[src/rtl/pdp8_pkg.sv]
// Shared PDP-8 core definitions: execute sequencer state encoding,
// phase count and counter widths.
package pdp8_pkg;

    typedef enum logic [1:0] {
        SEQ_IDLE,
        SEQ_RUN,
        SEQ_HOLD
    } seq_state_t;

    localparam int NPHASES = 5;
    localparam int PHASE_W = 3;
    localparam int SC_W    = 4;

endpackage

[src/rtl/phase_timer.sv]
// Per-phase sub-counter for the execute sequencer: counts 0..CK_CYCLES,
// flags the first (sc==0) and strobe (sc==CK_CYCLES) cycles.
module phase_timer
    import pdp8_pkg::*;
#(
    parameter int CK_CYCLES = 2
) (
    input  logic clk,
    input  logic reset,
    input  logic clear,
    input  logic enable,
    output logic first,
    output logic last
);

    logic [SC_W-1:0] sc;

    always_ff @(posedge clk) begin
        if (reset || clear) begin
            sc <= '0;
        end else if (enable) begin
            sc <= last ? '0 : sc + SC_W'(1);
        end
    end

    assign first = (sc == '0);
    assign last  = (sc == SC_W'(CK_CYCLES));

endmodule

[src/rtl/phase_sequencer.sv]
// PDP-8 execute-phase sequencer: ck/stb timing for phases 1..5.
// Optional PHASE_SINGLE_STEP_EN adds a step input and a HOLD state.
module phase_sequencer
    import pdp8_pkg::*;
#(
    parameter int CK_CYCLES = 2,
    parameter int NPHASES   = pdp8_pkg::NPHASES
) (
    input  logic               clk,
    input  logic               reset,
    input  logic               start,
    input  logic               done,
`ifdef PHASE_SINGLE_STEP_EN
    input  logic               step,
`endif
    output logic [NPHASES-1:0] ck,
    output logic [NPHASES-1:0] stb,
    output logic               busy,
    output logic               finished,
    output logic               overrun
);

    seq_state_t         state;
    logic [PHASE_W-1:0] phase;
    logic               first;
    logic               last;
    logic               in_run;
    logic               stop;

    assign in_run = (state == SEQ_RUN);
    assign stop   = in_run && first && done;

    phase_timer #(
        .CK_CYCLES (CK_CYCLES)
    ) u_timer (
        .clk    (clk),
        .reset  (reset),
        .clear  (!in_run || stop),
        .enable (in_run),
        .first  (first),
        .last   (last)
    );

    always_ff @(posedge clk) begin
        if (reset) begin
            state    <= SEQ_IDLE;
            phase    <= PHASE_W'(1);
            finished <= 1'b0;
            overrun  <= 1'b0;
        end else begin
            finished <= 1'b0;
            unique case (state)
                SEQ_IDLE: begin
                    if (start) begin
                        overrun <= 1'b0;
                        phase   <= PHASE_W'(1);
                        state   <= SEQ_RUN;
                    end
                end
                SEQ_RUN: begin
                    if (stop) begin
                        state    <= SEQ_IDLE;
                        phase    <= PHASE_W'(1);
                        finished <= 1'b1;
                    end else if (last) begin
                        if (phase == PHASE_W'(NPHASES)) begin
                            state    <= SEQ_IDLE;
                            phase    <= PHASE_W'(1);
                            finished <= 1'b1;
                            overrun  <= 1'b1;
                        end else begin
                            phase <= phase + PHASE_W'(1);
`ifdef PHASE_SINGLE_STEP_EN
                            state <= SEQ_HOLD;
`endif
                        end
                    end
                end
                SEQ_HOLD: begin
`ifdef PHASE_SINGLE_STEP_EN
                    if (step) begin
                        state <= SEQ_RUN;
                    end
`else
                    state <= SEQ_IDLE;
`endif
                end
                default: state <= SEQ_IDLE;
            endcase
        end
    end

    always_comb begin
        ck = '0;
        if (in_run) begin
            for (int i = 0; i < NPHASES; i++) begin
                ck[i] = (phase == PHASE_W'(i + 1));
            end
        end
    end

    assign stb  = last ? ck : '0;
    assign busy = (state != SEQ_IDLE);

endmodule

[config.mk]
export PLATFORM = sky130hd
export DESIGN_NAME = phase_sequencer
export DESIGN_NICKNAME = d
export VERILOG_FILES = /design/src/rtl/pdp8_pkg.sv /design/src/rtl/phase_timer.sv /design/src/rtl/phase_sequencer.sv
export SDC_FILE = /design/constraint.sdc
export NUM_CORES = 1
export LEC_CHECK = 0
export BUFFER_PORTS_ARGS = -buffer_cell sky130_fd_sc_hd__buf_2
export CORE_MARGIN = 5
export CORE_UTILIZATION = 35
export DETAILED_ROUTE_END_ITERATION = 7
export PLACE_DENSITY = 0.69
export REMOVE_ABC_BUFFERS = 1
export SLEW_MARGIN = 40
export SYNTH_ARGS = -nofsm -noshare
export SYNTH_HDL_FRONTEND = slang
export SYNTH_SLANG_ARGS = --single-unit
[constraint.sdc]
create_clock -name clk -period 3 [get_ports clk]
set_input_delay 0 -clock clk [delete_from_list [all_inputs] [get_ports clk]]
set_output_delay 0 -clock clk [all_outputs]
set_load 0.005 [all_outputs]
==> Yosys cells after proc, flatten, opt, wreduce, memory -nomap -nowiden <==
Cells that the tools add are included.
{ "totals": {"reg_bits": 11, "wordCells": 55} }
{ "op_classes": {"n_addsub": 2, "bitwise": 1, "n_reduce_logical": 13, "muxes": 21, "n_eq_ne": 13} }
{ "op_table": {"columns": ["op", "n"], "rows": [
  ["2-to-1 mux 3 bit", 4],
  ["2-to-1 mux 5 bit", 2],
  ["2-to-1 mux 2 bit", 4],
  ["2-to-1 mux 1 bit", 7],
  ["== test 3 x 2 -> 1 bit (second input constant)", 2],
  ["== test 3 bit (second input constant)", 2],
  ["!= test 2 bit (second input constant)", 3],
  ["one-hot mux 3 bit (2 select lines)", 1],
  ["AND reduction 3 bit", 2],
  ["AND reduction 5 bit", 1],
  ["adder 4 x 1 -> 4 bit (second input constant)", 1],
  ["== test 4 x 2 -> 1 bit (second input constant)", 1],
  ["zero test 4 bit", 1],
  ["2-to-1 mux 4 bit", 1],
  ["one-hot mux 2 bit (2 select lines)", 1],
  ["nonzero test 2 bit", 2],
  ["adder 3 x 1 -> 3 bit (second input constant)", 1],
  ["== test 3 x 1 -> 1 bit (second input constant)", 1],
  ["!= test 3 x 1 -> 1 bit (second input constant)", 1],
  ["!= test 3 x 2 -> 1 bit (second input constant)", 1],
  ["== test 2 x 1 -> 1 bit (second input constant)", 1],
  ["logical AND 1 bit", 2],
  ["zero test 2 bit", 1],
  ["logical OR 1 bit", 2],
  ["other kinds (5)", 5]
]} }

==> Longest topological paths before layout <==
{ "logic_depth": {"depth_word": 5, "mapped_depth": 5} }

==> Modules after synthesis <==
Synthesis repeated with hierarchy kept, for this count alone.
{ "unflattened": {"cells_unflattened": 66, "area_unflattened_um2": 595.6} }
{ "by_module_without_submodules": {"columns": ["module", "cells_each", "n_inst", "area_per_inst_um2", "seq_area_each_um2"], "rows": [
  ["phase_sequencer", 45, 1, 386.6, 120.1],
  ["phase_timer", 21, 1, 209.0, 80.1]
]} }

==> Worst setup path before layout <==
No wires, ideal clock.
{ "synth_path": {"kind": "reg-to-reg", "start": "register u_timer.sc[0]", "end": "register state[0]", "period_less_slack_ns": 1.415, "setup_slack_ns": 1.585, "setup_ns": 0.117, "stages_incl_launch_ff": 5, "n_path_buf": 0, "arrival_ns": 1.298, "path_cell_list": "dfxtp_1 -> or4b_4 -> nor4_4 -> nand3b_1 -> a21oi_1"} }
{ "synth_between": {"elab_chain_len": 5, "elab_cells_between_ends": 9, "cone_classes": "3 x eq/ne; 2 x mux; 4 x reduce/logical"} }
{ "synth_rtl": {"columns": ["element", "line_no", "text"], "rows": [
  ["start: declaration", "phase_timer.sv:16", "logic [SC_W-1:0] sc;"],
  ["start signal: assignment", "phase_timer.sv:22", "sc <= last ? '0 : sc + SC_W'(1);"],
  ["zero test 4 bit", "phase_timer.sv:26", "assign first = (sc == '0);"],
  ["logical AND 1 bit (2 in series)", "phase_sequencer.sv:31", "assign stop = in_run && first && done;"],
  ["!= test 3 x 1 -> 1 bit (no source line), or another cell as far along", null, null],
  ["AND reduction 3 bit (no source line) / one-hot mux 2 bit (2 select lines) (equally long branches)", null, null],
  ["end signal: assignment", "phase_sequencer.sv:46", "state <= SEQ_IDLE;"],
  ["end signal: assignment", "phase_sequencer.sv:57", "state <= SEQ_RUN;"],
  ["end signal: assignment", "phase_sequencer.sv:62", "state <= SEQ_IDLE;"],
  ["end: declaration", "phase_sequencer.sv:23", "seq_state_t state;"]
]} }
Several ways; a longest one is shown, not always the timed one.
A chain may end at the register's enable or synchronous reset.

==> Final worst setup path <==
{ "layout_path": {"start": "register u_timer.sc[0]", "end": "output port stb[3]"} }
{ "layout_between": {"elab_chain_len": 2} }
{ "layout_rtl": {"columns": ["element", "line_no", "text"], "rows": [
  ["== test 4 x 2 -> 1 bit", "phase_timer.sv:27", "assign last = (sc == SC_W'(CK_CYCLES));"],
  ["2-to-1 mux 5 bit", "phase_sequencer.sv:102", "assign stb = last ? ck : '0;"],
  ["end: declaration", "phase_sequencer.sv:17", "output logic [NPHASES-1:0] stb,"]
]} }
No other way between the ends.

==> results.ini <==
[placed_design]
io_buffers=16
dpl-instance-area_um2=686
routabilityCongestion=0.772
hpwl_um=969
dpl_worst_slack_ns=1.47
dp.cells=101

[final_layout]
layout.cells.non_filler=105
n_fill_cell=148
nets=96
layout-drive-gt1-share_pct=28.1
final_util_pct=46.1
area_delta_synth_final_pct=21.6
final_cell_area_um2=718
diodes=0

[hold_path]
min_from=start
hp-class=in2reg
worstHoldEndpoint=state[0]
hold_depth=3

[logic_synthesis]
synthMostInstantiatedCell=dfxtp_1
netlist.area_leader.share_pct=33.9
synthTopCellsByArea=dfxtp_1 34%, nor4_4 7.2%, nor2_1 5.7%
seq_area_frac_synth_pct=33.9
netlist_area_um2=591
synth_ff_type=dfxtp_1
ys_top_cells_by_count=10 x dfxtp_1, 9 x nor2_1, 5 x a21oi_1, 5 x nand2b_1, 5 x nor3_1
synth_cell_types=27
async_reset_ff_share_pct=0
post_synth_inst_count=70
synth_area_per_cell_um2=8.44
ys_warn_count=0
synth_area_leader_cell=dfxtp_1
ys_ff_latch=10
synth_edf_count=0

[timing]
hold_violations=0
period_share_pct=54.5
worst_slack_ns=1.37
tightest_slew_ns=0.373
hold_slack_ns=0.0292
layout_min_cycle_time_ns=1.63
fmax_mhz=612
clock_skew_ns=0.0122
rsz0062_at_grt=no
slew_violations=0
finalSetupTns_ns=0
slew-limit-headroom_pct=75.1
setup_viol=0

[floorplanning]
dieArea_um2=2610
io_pins=17
coreArea_um2=1560
die_w_um=51.1
start_util_pct=37.9
core.rowCount=14
dieHeight_um=51.1

[grt]
track_usage_pct=11.2
overflow=0
grt_pass1_vias=490
grt_max_degree=14
antenna_found_initial=0
grt_pass1_wl_um=2150

[run]
drv_cap=0

[detailed_routing]
via_per_inst=5.23
drc=0
dr.pass1.iters=4
wl_um=1270
dr.first_iter.drc_count=7
wl_per_cell_um=12.0
vias=549
ant_nets=0

[critical_path]
timing.critical_path.fanout_max=8
worstPathArrival_ns=1.63
start_kind=flip-flop
critPathLaunch=u_timer.sc[0]
reg2reg_slack_ns=1.48
r2r-end=state[0]
endpoint_kind=output port
ff2ff_path_depth=4
cp.required_ns=3.00
path_class=reg2out
reg2reg_from=u_timer.sc[0]

[power]
power_mw=0.270
p_per_area_nw_per_um2=376
leakage_nw=0.305
peakVddDrop_mv=0.142

[clocking]
cts_root_buf=clkbuf_4
cts.sinks=10
path_clk_slew_ns=0.07
cts-buffers-inserted=3
cts_tree=done
cts_resized=0
clk_path_buf_depth=2
htree_levels=1
clock_latency_ns=0.27

[outcome]
status=finished, final reports clean

[worst max-delay path, stage by stage (launching register included)]
cell and delay (ns):
dfxtp_1 0.37, or4b_4 0.62, nor4_1 0.22, buf_2 0.17
[where the power goes]
part	switching [mW]	internal, mW	leakage (nW)
combinational	0.0176	0.0144	0.210
sequential	0.00759	0.136	0.0811
clock	0.0480	0.0464	0.0138
[worst max-delay path by stage]
stage                     endpoint
after floorplan           state[0]
after global placement    state[0]
after detailed placement  state[0]
after CTS                   stb[3]
after global routing        stb[3]
final                       stb[3]
[flip-flops by register name, summed over array words and instances (netlist names)]
signal and cells:
overrun 1, phase 3, finished 1, state 1
u_timer.sc 4
[logic make-up after synthesis]
kind of cell / count (synthesis) / synth area share (%)
AO/OA/AOI/OAI: 8 / 7.41
XOR/XNOR: 3 / 4.45
adder cells (fa/ha/maj): 1 / 2.12
buffers and inverters: 4 / 2.75
AND/OR/NAND/NOR: 44 / 49.4
flip-flops: 10 / 33.9
[timing repair]
item / in CTS / in global routing
endpoints found under the hold margin: 3 / 0
setup buffers: 0 / 0
hold buffers: 1 / 0
[cell usage in the layout (no fill, tap or decap), types with 2 or more instances in the layout]
| cell type | n |
|---|---|
| nor2b_1 | 3 |
| nand3b_1 | 3 |
| inv_2 | 2 |
| and2_1 | 3 |
| dfxtp_1 | 10 |
| nor4_1 | 2 |
| xor2_1 | 2 |
| nand3_1 | 2 |
| nand2b_1 | 5 |
| nor3_1 | 5 |
| a21oi_1 | 5 |
| nor2_1 | 9 |
| buf_2 | 16 |
| nor4_4 | 2 |
| nand2_1 | 4 |
| clkbuf_4 | 3 |
[layout make-up]
| type | count | area (um2) | area share, % |
|---|---|---|---|
| multi-input combinational | 56 | 374 | 52.1 |
| timing repair buffer | 17 | 90.1 | 12.5 |
| sequential | 10 | 200 | 27.9 |
| tap | 16 | 20.0 | 2.79 |
| clock buffer | 3 | 22.5 | 3.14 |
| inverter | 3 | 11.3 | 1.57 |
[layer usage]
| layer | vias to the layer above | wire length [um] | global-route usage, % |
|---|---|---|---|
| li1 | 286 | - | - |
| met1 | 241 | 570 | 13.2 |
| met2 | 17 | 571 | 16.7 |
| met3 | 5 | 67 | 2.33 |
| met4 | 0 | 55 | 10.8 |
| met5 | - | 0 | 0 |
No activity file was read; power rests on OpenSTA's default activity.
